## src/rtl/uart_rx_os16.sv

```systemverilog
// 8N1-style UART receiver: 16x oversampling, start bit validated at mid-bit,
// one-entry valid/ready holding register with framing-error and overrun pulses.
module uart_rx_os16 #(
  parameter int CLK_DIV   = 27,
  parameter int DATA_BITS = 8
) (
  input  logic                 clk,
  input  logic                 reset_n,
  input  logic                 rx,
  output logic [DATA_BITS-1:0] data_out,
  output logic                 data_valid,
  input  logic                 data_ready,
  output logic                 frame_err,
  output logic                 overrun
);
  localparam logic [15:0] DIV_MAX  = 16'(CLK_DIV - 1);
  localparam logic [3:0]  LAST_BIT = 4'(DATA_BITS - 1);

  typedef enum logic [2:0] {IDLE, START, DATA, STOP, BREAK_WAIT} state_t;

  state_t               state;
  logic                 rx_m, rx_s;
  logic [15:0]          div_cnt;
  logic                 tick;
  logic [3:0]           os_cnt;
  logic [3:0]           bit_idx;
  logic [DATA_BITS-1:0] shreg;

  always_ff @(posedge clk or negedge reset_n) begin
    if (!reset_n) begin
      rx_m <= 1'b1;
      rx_s <= 1'b1;
    end else begin
      rx_m <= rx;
      rx_s <= rx_m;
    end
  end

  always_ff @(posedge clk or negedge reset_n) begin
    if (!reset_n)
      div_cnt <= '0;
    else
      div_cnt <= (div_cnt == DIV_MAX) ? '0 : div_cnt + 16'd1;
  end

  assign tick = (div_cnt == DIV_MAX);

  always_ff @(posedge clk or negedge reset_n) begin
    if (!reset_n) begin
      state      <= IDLE;
      os_cnt     <= '0;
      bit_idx    <= '0;
      shreg      <= '0;
      data_out   <= '0;
      data_valid <= 1'b0;
      frame_err  <= 1'b0;
      overrun    <= 1'b0;
    end else begin
      frame_err <= 1'b0;
      overrun   <= 1'b0;
      // a load in STOP below overrides this drop when both happen together
      if (data_valid && data_ready)
        data_valid <= 1'b0;

      case (state)
        IDLE: begin
          if (!rx_s) begin
            state  <= START;
            os_cnt <= '0;
          end
        end
        START: begin
          if (tick) begin
            if (os_cnt == 4'd7) begin
              if (!rx_s) begin
                state   <= DATA;
                os_cnt  <= '0;
                bit_idx <= '0;
              end else begin
                state <= IDLE;
              end
            end else begin
              os_cnt <= os_cnt + 4'd1;
            end
          end
        end
        DATA: begin
          if (tick) begin
            if (os_cnt == 4'd15) begin
              shreg   <= {rx_s, shreg[DATA_BITS-1:1]};
              os_cnt  <= '0;
              bit_idx <= bit_idx + 4'd1;
              if (bit_idx == LAST_BIT)
                state <= STOP;
            end else begin
              os_cnt <= os_cnt + 4'd1;
            end
          end
        end
        STOP: begin
          if (tick) begin
            if (os_cnt == 4'd15) begin
              os_cnt <= '0;
              if (rx_s) begin
                // leaving at mid stop bit lets a back-to-back start edge be seen
                state <= IDLE;
                if (!data_valid || data_ready) begin
                  data_out   <= shreg;
                  data_valid <= 1'b1;
                end else begin
                  overrun <= 1'b1;
                end
              end else begin
                frame_err <= 1'b1;
                shreg     <= '0;
                state     <= BREAK_WAIT;
              end
            end else begin
              os_cnt <= os_cnt + 4'd1;
            end
          end
        end
        BREAK_WAIT: begin
          if (rx_s)
            state <= IDLE;
        end
        default: state <= IDLE;
      endcase
    end
  end
endmodule

```

## config.mk

```make
export PLATFORM = sky130hd
export DESIGN_NAME = uart_rx_os16
export DESIGN_NICKNAME = d
export VERILOG_FILES = /design/src/rtl/uart_rx_os16.sv
export SDC_FILE = /design/constraint.sdc
export NUM_CORES = 1
export LEC_CHECK = 0
export CORE_MARGIN = 1.5
export CORE_UTILIZATION = 40
export DETAILED_ROUTE_END_ITERATION = 10
export GPL_TIMING_DRIVEN = 0
export PLACE_DENSITY = 0.6
export SYNTH_ARGS = -nofsm -noshare
export SYNTH_HDL_FRONTEND = slang
export SYNTH_SLANG_ARGS = --single-unit
```

## constraint.sdc

```tcl
create_clock -name clk -period 3 [get_ports clk]
set_input_delay 0.6 -clock clk [delete_from_list [all_inputs] [get_ports clk]]
set_output_delay 0.6 -clock clk [all_outputs]
set_load 0.02 [all_outputs]
```

* Word level (Yosys, flattened, before mapping)
Cells that the tools add are included.
** Storage, ports and cells
- Output and inout port bits :: 11
- Register bits :: 48
- Logic and storage cells :: 93
** Cells by class
- Equality and inequality tests :: 20
- Add/subtract/negate cells :: 3
- Mux-type cells :: 46
- Reduce and logical (&&, ||, !) cells :: 13
** Operators by type and width (number)
- $mux W4 :: 10
- $mux W8 :: 5
- $mux W3 :: 10
- $ne A2 B2 Y1 const B :: 11
- $add A16 B1 Y16 const B :: 1
- $eq A16 B5 Y1 const B :: 1
- $mux W16 :: 1
- $pmux W8 S2 :: 1
- $mux W1 :: 15
- $pmux W3 S5 :: 1
- $pmux W4 S3 :: 1
- $reduce_and A6 Y1 :: 2
- $reduce_and A9 Y1 :: 1
- $add A4 B1 Y4 const B :: 2
- $eq A4 B3 Y1 const B :: 2
- $pmux W4 S2 :: 1
- $eq A3 B2 Y1 const B :: 2
- $reduce_and A5 Y1 :: 1
- $eq A4 B4 Y1 const B :: 1
- $reduce_bool A2 Y1 :: 2
- $eq A3 B1 Y1 const B :: 1
- $eq A3 B3 Y1 const B :: 1
- $logic_not A3 Y1 :: 1
- $reduce_and A3 Y1 :: 1
- 7 further kinds :: 7

* Depth between registers and ports, before layout
- Depth after elaboration :: 7
- Depth in mapped cells :: 8
- Mapped depth without buffers :: 7

* Worst setup path after synthesis
Ideal clock, no wire load.
- Path kind :: register to register
- Start :: register div_cnt[12]
- End :: register data_out[0]
- Path buffers :: 1
- Clock period less this slack :: 2.245 ns
- Cell stages (with the launch flop) :: 7
- Slack :: 0.755 ns
- Data required time :: 2.875 ns
- Arrival :: 2.120 ns
- Cell sequence :: dfrtp_1 -> or4_4 -> nor4_4 -> nand4_2 -> nor2b_2 -> buf_6 -> mux2_4
** Between the ends
- Longest elaborated chain between the ends :: 2
** RTL lines
- start, declared :: RTL line 23 : logic [15:0] div_cnt;
- start signal, assigned :: RTL line 43 : div_cnt <= (div_cnt == DIV_MAX) ? '0 : div_cnt + 16'd1;
- $eq A16 B5 Y1 :: RTL line 46 : assign tick = (div_cnt == DIV_MAX);
- $reduce_and A5 Y1 (no source line)
- end signal, assigned :: RTL line 108 : data_out <= shreg;
- end, declared :: RTL line 10 : output logic [DATA_BITS-1:0] data_out,
Every way passes these cells.
A chain may end at the register's enable or synchronous reset.

* Worst setup path in the final report
- Start :: register div_cnt[12]
- End :: register data_out[6]
Same word-level chain as after synthesis.

==> impl_metrics.ini <==
[status]
outcome = finished, final reports clean

[clocking]
cts.clk_slew.worst_paths_ps = 100
clock_latency_ps = 300
cts_setup_buffers = 0
cts_sinks = 48
cts_inserted_buffers = 5
cts_buffer_depth = 2
cts_hold_buf = 0
htree_num_levels = 2
cts-resized-gates = 0
cts_tree = done
cts-root-buf = clkbuf_8

[grt]
antenna_found_initial = 0
grtUsageTotal = 0.1546
overflow = 0
grt_pass1_vias = 1590
grt_max_degree = 30
grt_pass1_wl_um = 7583

[yosys]
syn_area_um2 = 2336
ys.flop_type = dfrtp_1
syn_inst = 224
yosys.cell_count.top_type = dfrtp_1
avgSynthCellArea_um2 = 10.43
synth_top_area_cell = dfrtp_1
synth_commonest_cells = 46 x dfrtp_1, 37 x nand2_1, 17 x o21ai_0, 16 x nand3_1, 16 x nor2_1
synth_area_leaders = dfrtp_1 49%, nand2_1 5.9%, mux2_4 5.1%
synth_cell_types = 43
synth-edff-count = 0
ys_seq_elements = 48
async_flop_share = 1.000
synth_nets = 232
synth_top_area_frac = 0.4928
yosys_warnings = 0
synth.yosys.seq_area_share = 0.5153

[route]
dr_total_vias = 1663
antenna_left = 0
drc = 0
wl_um = 4301
wl_per_cell_um = 13.48
viasPerCell = 5.213
firstDrtPassIters = 4
drt_first_iter_violations = 116

[floorplanning]
dieArea_um2 = 6308
die_h_um = 79.42
core_region_area_um2 = 5574
fp.dieW_um = 79.42
row_count = 27
pin_count = 15
floorplan.initialDensity = 0.4191

[worst_setup_path]
crit_arrival_ps = 2690
start_kind = register
end_kind = register
path_delay_family = simple AND/OR/NAND/NOR gates
path_max_fanout = 8
path_class = register to register
worstPathRequired_ps = 3190
crit_buf_inv = 1
max_stage_delay_ps = 560
cp_slowest_cell = or4_4
path_cells = or4_4 > nor4_4 > nand4_2 > nor2b_2 > buf_6 > mux2_4

[sta]
post-route-period-util = 0.8357
slew_viol_final = 0
hold_viol = 0
timing.setup.tns_ps = 0
post-route-min-period_ps = 2507
slew_headroom = 0.6596
fmax_mhz = 398.9
finalClockSkew_ps = 11.28
grt_setup_unrepaired = no
tightest_slew_ps = 506.8
finalSetupViolCount = 0

[power_and_ir_drop]
p_per_area_nw_per_um2 = 427.3
max-vdd-ir-drop_v = 0.0001923
total_leakage_power_nw = 1.191

[min_path]
hold_path_class = primary input to async pin

[place]
portBuffers = 14
hpwl_um = 3023
place.gp.congestion = 0.8065
dp.cells = 311

[layout]
nFillCells = 540
drive_gt1_frac = 0.1296
final_cells = 319
area_growth_pct = 15.43
n_antenna_cell = 0
nets = 254

[run]
drv_cap = 0
-- per-layer routing --
metal / routed length, µm / share of wire / track usage
met1: 2173 / 0.51 / 0.2114
met2: 1991 / 0.46 / 0.2441
met3: 97 / 0.023 / 0.03086
met4: 38 / 0.0088 / 0.05263
met5: 0 / 0 / 0
-- placed cells by master (no fill, tap or decap), types with 3 or more instances in the layout --
cell / synthesis / layout
a21o_1: 3 / 3
a21oi_1: 4 / 4
a31oi_1: 3 / 3
and3_1: 3 / 3
clkbuf_1: 5 / 5
clkbuf_8: 0 / 5
clkdlybuf4s50_1: 0 / 13
dfrtp_1: 46 / 46
ha_1: 4 / 4
mux2_4: 8 / 8
nand2_1: 37 / 37
nand3_1: 16 / 16
nand3b_1: 5 / 5
nand4_1: 3 / 3
nor2_1: 16 / 16
nor2b_1: 3 / 3
o21ai_0: 17 / 17
xnor2_1: 10 / 10
xor2_1: 6 / 6
-- worst register-to-register path, delay by kind of cell, from the launching register on --
family | cells | cell delay, ps
simple gates | 4 | 1480
flops | 1 | 440
mux | 1 | 310
buf+inv | 1 | 170
-- cell type report --
cell class	instances	area, µm²	area share
clock inverter	3	46.29	0.01717
multi-input combinational	166	1079	0.4000
sequential	48	1204	0.4464
tap	72	90.09	0.03341
inverter	2	7.507	0.002784
timing repair buffer	15	155.1	0.05754
clock buffer	5	68.82	0.02552
buffer	8	46.29	0.01717
-- report_power, final --
| part | switching, mW | leakage (nW) | internal, mW |
|---|---|---|---|
| combinational | 0.0162 | 0.498 | 0.00774 |
| clock | 0.228 | 0.0548 | 0.251 |
| sequential | 0.000486 | 0.639 | 0.649 |
-- metrics by stage --
step                instance area (µm²)  power (mW)  hold WS [ps]  utilization  setup WS, ps
finish                             2696       1.152         247.8       0.4837         493.0
global route                       2696       1.202         284.3       0.4837         345.7
detailed placement                 2581      0.6877         348.5       0.4631         520.1
global placement                   2566      0.6849         349.9       0.4604        -87.53
floorplan                          2336      0.6667         304.4            -         755.1
CTS                                2696       1.173         272.7       0.4837         494.6
-- final timing paths --
check                            startpoint     endpoint  slack, ps  cells past startpoint
worst max-delay path            div_cnt[12]  data_out[6]        490                      6
worst min-delay path                reset_n   bit_idx[3]        250                      1
worst max register to register  div_cnt[12]  data_out[6]        490                      6
worst min register to register         rx_m         rx_s        360                      0
max in group asynchronous           reset_n         rx_s       2150                      2
min in group clk                       rx_m         rx_s        360                      0
-- state kept, by name, summed over array words and instances, names as in the netlist --
register	cells
div_cnt	16
data_out	8
shreg	8
bit_idx	4
os_cnt	4
state	3
data_valid	1
frame_err	1
overrun	1
rx_m	1
rx_s	1
-- kinds of logic (layout without fill, tap and decap cells) --
family | count (synthesis) | in the layout | share of synthesized area
XOR/XNOR | 16 | 16 | 0.05999
multiplexers | 8 | 8 | 0.05142
AND/OR/NAND/NOR | 105 | 105 | 0.2416
adder cells (fa/ha/maj) | 4 | 4 | 0.02143
AO/OA/AOI/OAI | 33 | 33 | 0.08731
buffers and inverters | 10 | 33 | 0.02303
flip-flops | 48 | 48 | 0.5153
(Power assumes the default switching activity.)
